### src/rtl/fifo_uart_tx_pkg.sv
// Shared UART TX/RX definitions: FSM states, parity modes, bit timing.
package fifo_uart_tx_pkg;

  typedef enum logic [2:0] {
    S_IDLE,
    S_FETCH,
    S_LOAD,
    S_START,
    S_DATA,
    S_PARITY,
    S_STOP
  } tx_state_e;

  localparam logic PAR_EVEN = 1'b0;
  localparam logic PAR_ODD  = 1'b1;

  localparam int MIN_CLKS_PER_BIT = 4;

  function automatic int clks_per_bit(
    input int clk_hz,
    input int baud
  );
    return clk_hz / baud;
  endfunction

endpackage

### src/rtl/fifo_uart_tx_if.sv
// FIFO read port as seen by the UART TX.
interface fifo_uart_tx_if #(
  parameter int DATA_WIDTH = 8
);

  logic                  fifo_empty;
  logic                  fifo_rd_en;
  logic [DATA_WIDTH-1:0] fifo_data;

  modport master (
    input  fifo_empty,
    input  fifo_data,
    output fifo_rd_en
  );

  modport slave (
    output fifo_empty,
    output fifo_data,
    input  fifo_rd_en
  );

endinterface

### src/rtl/fifo_uart_tx_baud_gen.sv
// Bit-period counter; tick marks the last clk of each bit.
module fifo_uart_tx_baud_gen
  import fifo_uart_tx_pkg::*;
#(
  parameter int CLKS_PER_BIT = 16
) (
  input  logic clk,
  input  logic rst_n,
  input  logic clr,
  input  logic en,
  output logic tick
);

  localparam int CNT_W = $clog2(CLKS_PER_BIT);

  if (CLKS_PER_BIT < MIN_CLKS_PER_BIT) begin : g_cpb_chk
    $error("CLKS_PER_BIT below minimum");
  end

  logic [CNT_W-1:0] cnt_q;

  assign tick = en && (cnt_q == CNT_W'(CLKS_PER_BIT - 1));

  always_ff @(posedge clk or negedge rst_n) begin
    if (!rst_n) begin
      cnt_q <= '0;
    end else if (clr || tick) begin
      cnt_q <= '0;
    end else if (en) begin
      cnt_q <= cnt_q + 1'b1;
    end
  end

endmodule

### src/rtl/fifo_uart_tx.sv
// Pops bytes from the sync FIFO and sends them as UART frames.
module fifo_uart_tx
  import fifo_uart_tx_pkg::*;
#(
  parameter int DATA_WIDTH  = 8,
  parameter int CLK_FREQ_HZ = 100_000_000,
  parameter int BAUD        = 115_200,
  parameter int PARITY_EN   = 0,
  parameter int PARITY_ODD  = 0,
  parameter int STOP_BITS   = 1
) (
  input  logic           clk,
  input  logic           rst_n,
  input  logic           enable,
  fifo_uart_tx_if.master fifo,
  output logic           tx,
  output logic           busy,
  output logic           frame_done
);

  localparam int CLKS_PER_BIT =
    clks_per_bit(CLK_FREQ_HZ, BAUD);
  localparam int IDX_W = $clog2(DATA_WIDTH + 1);
  localparam logic PAR_MODE =
    (PARITY_ODD != 0) ? PAR_ODD : PAR_EVEN;

  if (STOP_BITS < 1 || STOP_BITS > 2) begin : g_sb_chk
    $error("STOP_BITS must be 1 or 2");
  end

  tx_state_e             state_q, state_d;
  logic [DATA_WIDTH-1:0] shift_q, shift_d;
  logic [IDX_W-1:0]      idx_q, idx_d;
  logic                  par_q, par_d;
  logic                  tx_d, busy_d, done_d, rd_d;
  logic                  tick, bit_on;

  assign bit_on = state_q inside
    {S_START, S_DATA, S_PARITY, S_STOP};

  fifo_uart_tx_baud_gen #(
    .CLKS_PER_BIT(CLKS_PER_BIT)
  ) u_baud (
    .clk  (clk),
    .rst_n(rst_n),
    .clr  (state_q == S_LOAD),
    .en   (bit_on),
    .tick (tick)
  );

  always_ff @(posedge clk or negedge rst_n) begin
    if (!rst_n) begin
      state_q         <= S_IDLE;
      shift_q         <= '0;
      idx_q           <= '0;
      par_q           <= 1'b0;
      tx              <= 1'b1;
      busy            <= 1'b0;
      frame_done      <= 1'b0;
      fifo.fifo_rd_en <= 1'b0;
    end else begin
      state_q         <= state_d;
      shift_q         <= shift_d;
      idx_q           <= idx_d;
      par_q           <= par_d;
      tx              <= tx_d;
      busy            <= busy_d;
      frame_done      <= done_d;
      fifo.fifo_rd_en <= rd_d;
    end
  end

  always_comb begin
    state_d = state_q;
    shift_d = shift_q;
    idx_d   = idx_q;
    par_d   = par_q;
    tx_d    = tx;
    busy_d  = busy;
    done_d  = 1'b0;
    rd_d    = 1'b0;
    unique case (state_q)
      S_IDLE: begin
        tx_d = 1'b1;
        if (enable && !fifo.fifo_empty) begin
          state_d = S_FETCH;
          rd_d    = 1'b1;
          busy_d  = 1'b1;
        end
      end
      S_FETCH: state_d = S_LOAD;
      S_LOAD: begin
        shift_d = fifo.fifo_data;
        par_d   = (^fifo.fifo_data) ^ PAR_MODE;
        idx_d   = '0;
        tx_d    = 1'b0;
        state_d = S_START;
      end
      S_START: if (tick) begin
        tx_d    = shift_q[0];
        state_d = S_DATA;
      end
      S_DATA: if (tick) begin
        if (idx_q == IDX_W'(DATA_WIDTH - 1)) begin
          idx_d = '0;
          if (PARITY_EN != 0) begin
            tx_d    = par_q;
            state_d = S_PARITY;
          end else begin
            tx_d    = 1'b1;
            state_d = S_STOP;
          end
        end else begin
          shift_d = shift_q >> 1;
          tx_d    = shift_q[1];
          idx_d   = idx_q + 1'b1;
        end
      end
      S_PARITY: if (tick) begin
        tx_d    = 1'b1;
        state_d = S_STOP;
      end
      S_STOP: if (tick) begin
        if (idx_q == IDX_W'(STOP_BITS - 1)) begin
          idx_d   = '0;
          busy_d  = 1'b0;
          done_d  = 1'b1;
          state_d = S_IDLE;
        end else begin
          idx_d = idx_q + 1'b1;
        end
      end
      default: state_d = S_IDLE;
    endcase
  end

endmodule

### src/flat_wrapper.sv
// flat-port wrapper written by rule: the top's interface ports become plain ports
module fifo_uart_tx_flat import fifo_uart_tx_pkg::*;
#(
  parameter int DATA_WIDTH  = 8,
  parameter int CLK_FREQ_HZ = 100_000_000,
  parameter int BAUD        = 115_200,
  parameter int PARITY_EN   = 0,
  parameter int PARITY_ODD  = 0,
  parameter int STOP_BITS   = 1
)
  (clk, rst_n, enable, tx, busy, frame_done, fifo_fifo_empty, fifo_fifo_data, fifo_fifo_rd_en);
  fifo_uart_tx_if #(.DATA_WIDTH(DATA_WIDTH)) fifo_i ();
  input  logic clk;
  input  logic rst_n;
  input  logic enable;
  output logic tx;
  output logic busy;
  output logic frame_done;
  input wire logic [$bits(fifo_i.fifo_empty)-1:0] fifo_fifo_empty;
  input wire logic [$bits(fifo_i.fifo_data)-1:0] fifo_fifo_data;
  output wire logic [$bits(fifo_i.fifo_rd_en)-1:0] fifo_fifo_rd_en;
  assign fifo_i.fifo_empty = fifo_fifo_empty;
  assign fifo_i.fifo_data = fifo_fifo_data;
  assign fifo_fifo_rd_en = fifo_i.fifo_rd_en;
  fifo_uart_tx #(.DATA_WIDTH(DATA_WIDTH), .CLK_FREQ_HZ(CLK_FREQ_HZ), .BAUD(BAUD), .PARITY_EN(PARITY_EN), .PARITY_ODD(PARITY_ODD), .STOP_BITS(STOP_BITS)) u_core (.clk(clk), .rst_n(rst_n), .enable(enable), .fifo(fifo_i), .tx(tx), .busy(busy), .frame_done(frame_done));
endmodule
### config.mk
export PLATFORM = sky130hd
export DESIGN_NAME = fifo_uart_tx_flat
export DESIGN_NICKNAME = d
export VERILOG_FILES = /design/src/rtl/fifo_uart_tx_pkg.sv /design/src/rtl/fifo_uart_tx_if.sv /design/src/rtl/fifo_uart_tx_baud_gen.sv /design/src/rtl/fifo_uart_tx.sv /design/src/flat_wrapper.sv
export SDC_FILE = /design/constraint.sdc
export NUM_CORES = 1
export LEC_CHECK = 0
export CAP_MARGIN = 40
export CORE_MARGIN = 10
export CORE_UTILIZATION = 45
export CTS_CLUSTER_SIZE = 30
export DETAILED_ROUTE_END_ITERATION = 16
export PLACE_DENSITY = 0.65
export SLEW_MARGIN = 20
export SYNTH_ARGS = -nofsm -noshare
export SYNTH_HDL_FRONTEND = slang
export SYNTH_SLANG_ARGS = --single-unit
### constraint.sdc
create_clock -name clk -period 3.6 [get_ports clk]
set_input_delay 0.72 -clock clk [delete_from_list [all_inputs] [get_ports clk]]
set_output_delay 0.72 -clock clk [all_outputs]
set_load 0.005 [all_outputs]
* Word level (Yosys, flattened, before mapping)
Index checks and enable logic that the tools add are counted.
** Storage, ports and cells
- Bits in registers :: 29
- Output and inout port bits :: 4
- Bits in writable memories :: 0
- ROM bits :: 0
- Memories :: 0
- Latch bits :: 0
- Word-level logic and storage cells :: 75
- Input bits :: 12
** Operators by class
- Multiplexer cells :: 32
- Multiply operators :: 0
- Magnitude comparators :: 0
- Shift operators :: 0
- Bitwise logic cells :: 0
- Reduce and logical (&&, ||, !) cells :: 17
- Divide/modulo/power cells :: 0
- Add/sub/neg operators :: 2
- Equality and inequality tests :: 16
** Operator list (count)
- $mux 3 :: 7
- $pmux 3 s7 :: 1
- $mux 10 :: 2
- $mux 4 :: 4
- $mux 8 :: 2
- $pmux 8 s2 :: 1
- $ne 2x2->1 const B :: 7
- $mux 1 :: 12
- $pmux 4 s3 :: 1
- $add 10x1->10 const B :: 1
- $eq 10x10->1 const B :: 1
- $eq 3x3->1 const B :: 3
- $reduce_and 4->1 :: 2
- $reduce_and 7->1 :: 1
- $eq 3x2->1 const B :: 2
- $reduce_and 3->1 :: 2
- $reduce_bool 2->1 :: 3
- $pmux 1 s5 :: 1
- $reduce_bool 5->1 :: 1
- $add 4x1->4 const B :: 1
- $eq 4x3->1 const B :: 1
- $logic_not 4->1 :: 1
- $reduce_bool 4->1 :: 1
- $eq 3x1->1 const B :: 1
- other kinds (7) :: 8

* Depth between registers and ports, before layout
Gate-level depths: netlist of the first run.
- Depth after elaboration :: 5
- Mapped depth :: 7
- Gate-level depth less buffers :: 7

* Hierarchy
A second synthesis of the first run with hierarchy kept.
** Second synthesis, totals
- Cells, all modules :: 165
- Area, all modules :: 1711.6 µm²
** Modules (own cells, without submodules)
- fifo_uart_tx :: area an instance 1143.6 µm², cells each 112, sequential area each 476.7 µm², times used 1
- fifo_uart_tx_baud_gen :: area an instance 568.0 µm², cells each 53, sequential area each 250.2 µm², times used 1

* Least setup slack after synthesis of the first run
Ideal clock, no wire load.
- Kind :: flip-flop to flip-flop
- Start point :: reg u_core.u_baud.cnt_q[4]
- End point :: reg u_core.shift_q[0]
- Slack :: 1394 ps
- Buffers on the path :: 1
- Data required time :: 3475 ps
- Stages on the path, launching flop included :: 7
- Period minus slack after synthesis :: 2206 ps
- Arrival :: 2080 ps
- Setup time :: 125 ps
- Cell sequence :: dfrtp_1 -> or4b_4 -> or3_4 -> o32ai_2 -> nand2b_1 -> buf_6 -> mux2_4
** Between the ends
- Cells in the longest elaborated chain, start to end :: 4
** Ends and longest elaborated chain
- start: declaration :: RTL line fifo_uart_tx_baud_gen.sv:20 : logic [CNT_W-1:0] cnt_q;
- start signal: assignment :: RTL line fifo_uart_tx_baud_gen.sv:30 : cnt_q <= cnt_q + 1'b1;
- $eq 10x10->1 :: RTL line fifo_uart_tx_baud_gen.sv:22 : assign tick = en && (cnt_q == CNT_W'(CLKS_PER_BIT - 1));
- $logic_and 1x1->1 :: RTL line fifo_uart_tx_baud_gen.sv:22
- $ne 2x2->1 (no source line)
- $reduce_and 3->1 (no source line)
- end signal: assignment :: RTL line fifo_uart_tx.sv:63 : shift_q <= shift_d;
- end: declaration :: RTL line fifo_uart_tx.sv:32 : logic [DATA_WIDTH-1:0] shift_q, shift_d;
No other way between the ends.
A chain may end at the register's enable or synchronous reset.

* Worst setup path in the final report of the first run
- Start point :: reg u_core.u_baud.cnt_q[4]
- End point :: reg u_core.shift_q[3]
Same word-level chain as after synthesis.

==> out/metrics.cfg, run 1 <==
[run_status]
status = completed

[global_route]
grt_pass1_vias = 1362
grt-ovfl-total = 0
antenna_found_initial = 0
grt_max_degree = 30
grt_pass1_wl_um = 6092
groute.usage.overall_pct = 11.51

[flow_run]
maxCapViolations = 0

[detailed_routing]
num_vias = 1310
drt_iter0_drc = 113
ant_nets = 0
drc = 0
avgRoutedWirePerCell_um = 14.89
firstDrtPassIters = 4
wl_um = 3530
viasPerCell = 5.527

[floorplanning]
io_pins = 16
start_util_pct = 46.38
dieArea_um2 = 6630
core_um2 = 3661
die_y_um = 81.43
rows = 22
dieWidth_um = 81.43

[setup_path]
cp-start-kind = register
crit_path_end_kind = register
crit_required_ns = 3.76
crit_fanout = 12
critPathKind = register to register
ff2ff_setup_slack_ns = 1.05
worst_r2r_path_depth = 5
cp.arrival_ns = 2.71

[final_layout]
final_nets = 203
drive_gt1_share_pct = 15.87
multi_input_area_um2 = 899.6
area.sequential_um2 = 726.9
syn2layout_area_growth_pct = 15.70
fill_cells = 353
diodes = 0

[logic_synthesis]
synth.area.top_cells = dfrtp_1 41%, mux2_4 6.2%, mux2_2 4.6%
ys_ff_latch = 29
synth_compound_area_share_pct = 13.93
synthSimpleGateAreaFrac_pct = 19.97
synth_edf_count = 0
synthesis.nets = 188
synth.avg_cell_area_um2 = 9.814
synth_area_um2 = 1698
synth_flop_cell = dfrtp_1
yosysSeqAreaShare_pct = 42.82
synthAdderAreaFrac_pct = 2.211
synth_top_area_share_pct = 41.27
synthMuxAreaShare_pct = 12.75
ys_warn_count = 0
async_reset_ff_share_pct = 100.0
syn_inst = 173
synth_top_cell_by_area = dfrtp_1
synthDistinctLibCells = 47
synth_xor_area_share_pct = 4.127
synth_top_family_by_area = simple AND/OR/NAND/NOR gates

[sta]
drv_slew = 0
worstMarginPinSlew_ns = 0.6528
setup_viol = 0
slew_headroom_pct = 56.14
rsz0062_at_grt = no
period_share_pct = 70.86
finClkSkew_ns = 0.007841
fmax_mhz = 392.0
setup_tns_ns = 0
holdWs_ns = 0.5010
finalHoldViolations = 0
fin_crit_ns = 2.551

[clocking]
cts_buffers = 5
cts_resized = 0
hold_buffers = 0
cts.sinks = 29
cts_buffer_depth = 2
h-tree-depth = 2
cts_setup_buffers = 0
tritoncts = yes
clockRootBuffer = clkbuf_8
clk_pin_slew_ns = 0.06
clock_latency_ns = 0.27

[min_path]
hold_path_class = register to register
whs_path_depth = 1

[placed_design]
io_buffers = 15
hpwl_um = 2574
gp_congestion = 0.7570

[power]
peakVddDrop_uv = 240.5
powerDensity_nw_per_um2 = 311.4
p_leak_uw = 0.0008356

cells in the final DEF (no fill, tap or decap), drive strengths merged, types with 3 or more instances in the layout:
| master | instances |
|---|---|
| a21oi | 10 |
| clkbuf | 6 |
| clkdlybuf4s50 | 15 |
| dfrtp | 28 |
| ha | 3 |
| inv | 8 |
| mux2 | 14 |
| nand2 | 14 |
| nand2b | 5 |
| nand3 | 6 |
| nand4 | 3 |
| nor2 | 19 |
| nor3 | 4 |
| o21ai | 8 |
| xnor2 | 6 |
final timing paths:
kind                                         from                 to
hold reg to reg                 u_core.shift_q[7]  u_core.shift_q[7]
setup / recovery           u_core.u_baud.cnt_q[4]  u_core.shift_q[3]
setup reg to reg           u_core.u_baud.cnt_q[4]  u_core.shift_q[3]
max in group asynchronous                   rst_n          u_core.tx
min in group asynchronous                   rst_n    u_core.idx_q[2]
hold / removal                  u_core.shift_q[7]  u_core.shift_q[7]
critical path: stages, from the launching register on:
cell      delay [ns]
dfrtp_1         0.42
or4b_4          0.57
or3_4           0.46
o32ai_2         0.27
nand2b_1        0.32
mux2_4          0.40
synthesized netlist by cell type, types with 2 or more instances:
master	n
dfrtp_1	28
nor2_1	19
nand2_1	14
a21oi_1	10
clkbuf_1	8
inv_1	8
mux2_2	7
mux2_4	7
o21ai_0	7
nand3_1	6
xnor2_1	6
nand2b_1	5
nor3_1	4
ha_1	3
nand4_1	3
and2_1	2
nand3b_1	2
nor4_1	2
o22ai_1	2
o31ai_1	2
xor2_1	2
cell families after synthesis:
kind of cell | Yosys count
buffers and inverters | 17
xor gates and xnor gates | 8
DFF | 29
and+or+nand+nor | 66
adders and majority gates | 3
AOI/OAI and AO/OA | 34
muxes | 16
power breakdown:
group          switching, µW  total, µW  internal [µW]  leakage, µW
registers               2.68        333            331     0.000344
logic                   10.5       30.3           19.9     0.000447
clock network            114        248            133    0.0000450
total                    128        612            484     0.000836
cell type report:
class | instances | area share, %
Multi-Input combinational cell | 127 | 45.80
Sequential cell | 29 | 37.01
Inverter | 8 | 1.529
Clock inverter | 2 | 0.5096
Clock buffer | 6 | 3.694
Timing Repair Buffer | 17 | 8.408
Tap cell | 48 | 3.057
state kept, by name (all words and copies together), names as in the netlist:
signal / count
u_core.idx_q: 4
u_core.shift_q: 8
u_core.tx: 1
u_core.state_q: 3
u_core.busy: 1
u_core.fifo.fifo_rd_en: 1
u_core.u_baud.cnt_q: 10
u_core.frame_done: 1
layer usage:
| layer | track usage [%] | vias up | routed length (µm) |
|---|---|---|---|
| met2 | 19.51 | 25 | 1784 |
| met4 | 3.114 | 0 | 22 |
| li1 | - | 642 | - |
| met1 | 13.71 | 641 | 1551 |
| met3 | 3.712 | 2 | 172 |
| met5 | 0 | - | 0 |
through the flow:
step                cells  setup WS [ns]  util [%]  area (µm²)  power (µW)
global route          237         0.8953     53.66        1964       637.5
global placement      229          1.117     51.40        1882       369.1
finish                237          1.049     53.66        1964       611.6
detailed placement    229          1.055     51.40        1882       370.2
CTS                   237          1.047     53.66        1964       620.0
floorplan             173          1.395         -        1698       349.0
Power figures use the tool's default switching activity.
==> inputs of run 2 (changes only) <==
Clock period 3.6 ns to 2.65 ns, I/O delays scaled along.
==> out/metrics.cfg, run 2 (synthesized netlist as in run 1, its figures left out) <==
[setup_path]
critPathKind = register to register
cp-startpoint = u_core.u_baud.cnt_q[4]
crit_fanout = 8
crit_required_ns = 2.81
cp.arrival_ns = 2.63
crit_end = u_core.shift_q[3]
r2r_end = u_core.shift_q[3]
cp-start-kind = register
reg2reg_from = u_core.u_baud.cnt_q[4]
ff2ff_setup_slack_ns = 0.18
worst_r2r_path_depth = 5
crit_path_end_kind = register

[detailed_routing]
topRoutingLayerUsed = met4
drt-met1-wl_um = 1590
wl_met3_um = 140
firstDrtPassIters = 4
avgRoutedWirePerCell_um = 14.57
ant_nets = 0
num_vias = 1312
drt_iter0_drc = 57
drc = 0
wl_met2_um = 1691
viasPerCell = 5.490
wl_um = 3483

[floorplanning]
dieWidth_um = 81.43
rows = 22
die_y_um = 81.43
start_util_pct = 46.38
io_pins = 16
core_um2 = 3661
dieArea_um2 = 6630

[final_layout]
diodes = 0
final_nets = 206
fin_area_um2 = 1991
area.sequential_um2 = 726.9
fill_cells = 333
regMostFlops = u_core.u_baud.cnt_q
largest_registers = u_core.u_baud.cnt_q x10, u_core.shift_q x8, u_core.idx_q x4
layout_common_cells = 28 x dfrtp_1, 19 x nor2_1, 15 x clkdlybuf4s50_1
largest_reg_flops = 10
layout_commonest_cell = dfrtp_1
syn2layout_area_growth_pct = 17.24
multi_input_area_um2 = 899.6
drive_gt1_share_pct = 16.75

[power]
comb_power_share_pct = 4.7
p_sw_share_pct = 20.44
powerDensity_nw_per_um2 = 430.4
peakVddDrop_uv = 364.7
total_power_uw = 856.8
p_leak_uw = 0.0008487
power_frac_seq_pct = 52.8
p_clk_share_pct = 42.4
internal_power_uw = 681.7
p_sw_uw = 175.1

[min_path]
whs_path_depth = 1
hold_path_class = register to register

[global_route]
grt_pass1_vias = 1310
antenna_found_initial = 0
grt_max_degree = 30
grt-ovfl-total = 0
groute.usage.overall_pct = 11.73
grt_pass1_wl_um = 6051

[sta]
period_share_pct = 93.24
slew_headroom_pct = 60.55
setup_viol = 0
finalHoldViolations = 0
drv_slew = 0
fin_crit_ns = 2.471
rsz0062_at_grt = no
fmax_mhz = 404.7
setup_tns_ns = 0
finClkSkew_ns = 0.007068
worstMarginPinSlew_ns = 0.5896

[clocking]
cts_setup_buffers = 0
cts_buffer_depth = 2
cts_buffers = 5
cts.sinks = 29
hold_buffers = 0
clockRootBuffer = clkbuf_8
tritoncts = yes
clock_latency_ns = 0.28
cts_resized = 0
h-tree-depth = 2
clk_pin_slew_ns = 0.06

[placed_design]
gp_congestion = 0.7958
place_area_um2 = 1904
io_buffers = 15
hpwl_um = 2582

[flow_run]
maxCapViolations = 0

[run_status]
status = completed

run 2: area by class of cell:
type,instances,share of cell area [%]
multi-input combinational,127,45.19
sequential,29,36.52
tap,48,3.017
timing repair buffer,20,9.428
inverter,8,1.508
clock buffer,7,4.337
run 2: worst min path at each step:
stage	slack (ns)	end	from
2_1_floorplan	0.23	u_core.busy	rst_n
3_3_place_gp	0.47	u_core.shift_q[7]	u_core.shift_q[7]
3_5_place_dp	0.49	u_core.shift_q[7]	u_core.shift_q[7]
4_1_cts	0.50	u_core.shift_q[7]	u_core.shift_q[7]
5_1_grt	0.53	u_core.shift_q[4]	u_core.shift_q[4]
6_report	0.49	u_core.shift_q[7]	u_core.shift_q[7]
run 2: power by group through the flow:
stage / Clock [µW] / Combinational (µW) / Sequential (µW)
after global placement: 0 / 40.7 / 461
final: 363 / 40.6 / 453
after CTS: 377 / 42.2 / 453
after floorplan: 0 / 14.6 / 460
after detailed placement: 0 / 42.4 / 460
after global routing: 402 / 45.1 / 453
run 2: metrics by stage:
| step | utilization (%) | hold slack [ns] | std cells | setup WS (ns) |
|---|---|---|---|---|
| after global placement | 52.02 | 0.4699 | 232 | 0.2371 |
| after detailed placement | 52.02 | 0.4868 | 232 | 0.1741 |
| after global routing | 54.37 | 0.5273 | 239 | 0.05570 |
| final | 54.37 | 0.4945 | 239 | 0.1792 |
| after CTS | 54.37 | 0.4973 | 239 | 0.1579 |
| after floorplan | - | 0.2344 | 173 | 0.4445 |
run 2: worst max-delay path, stage by stage, from the launching register on:
cell,delay (ns)
dfrtp_1,0.42
or4b_4,0.57
or3_4,0.39
o32ai_2,0.26
nand2b_1,0.31
mux2_4,0.39
run 2: layer usage:
layer | vias up | global-route usage [%]
met5 | - | 0
met3 | 7 | 4.367
li1 | 653 | -
met1 | 630 | 13.80
met4 | 0 | 5.190
met2 | 22 | 18.72
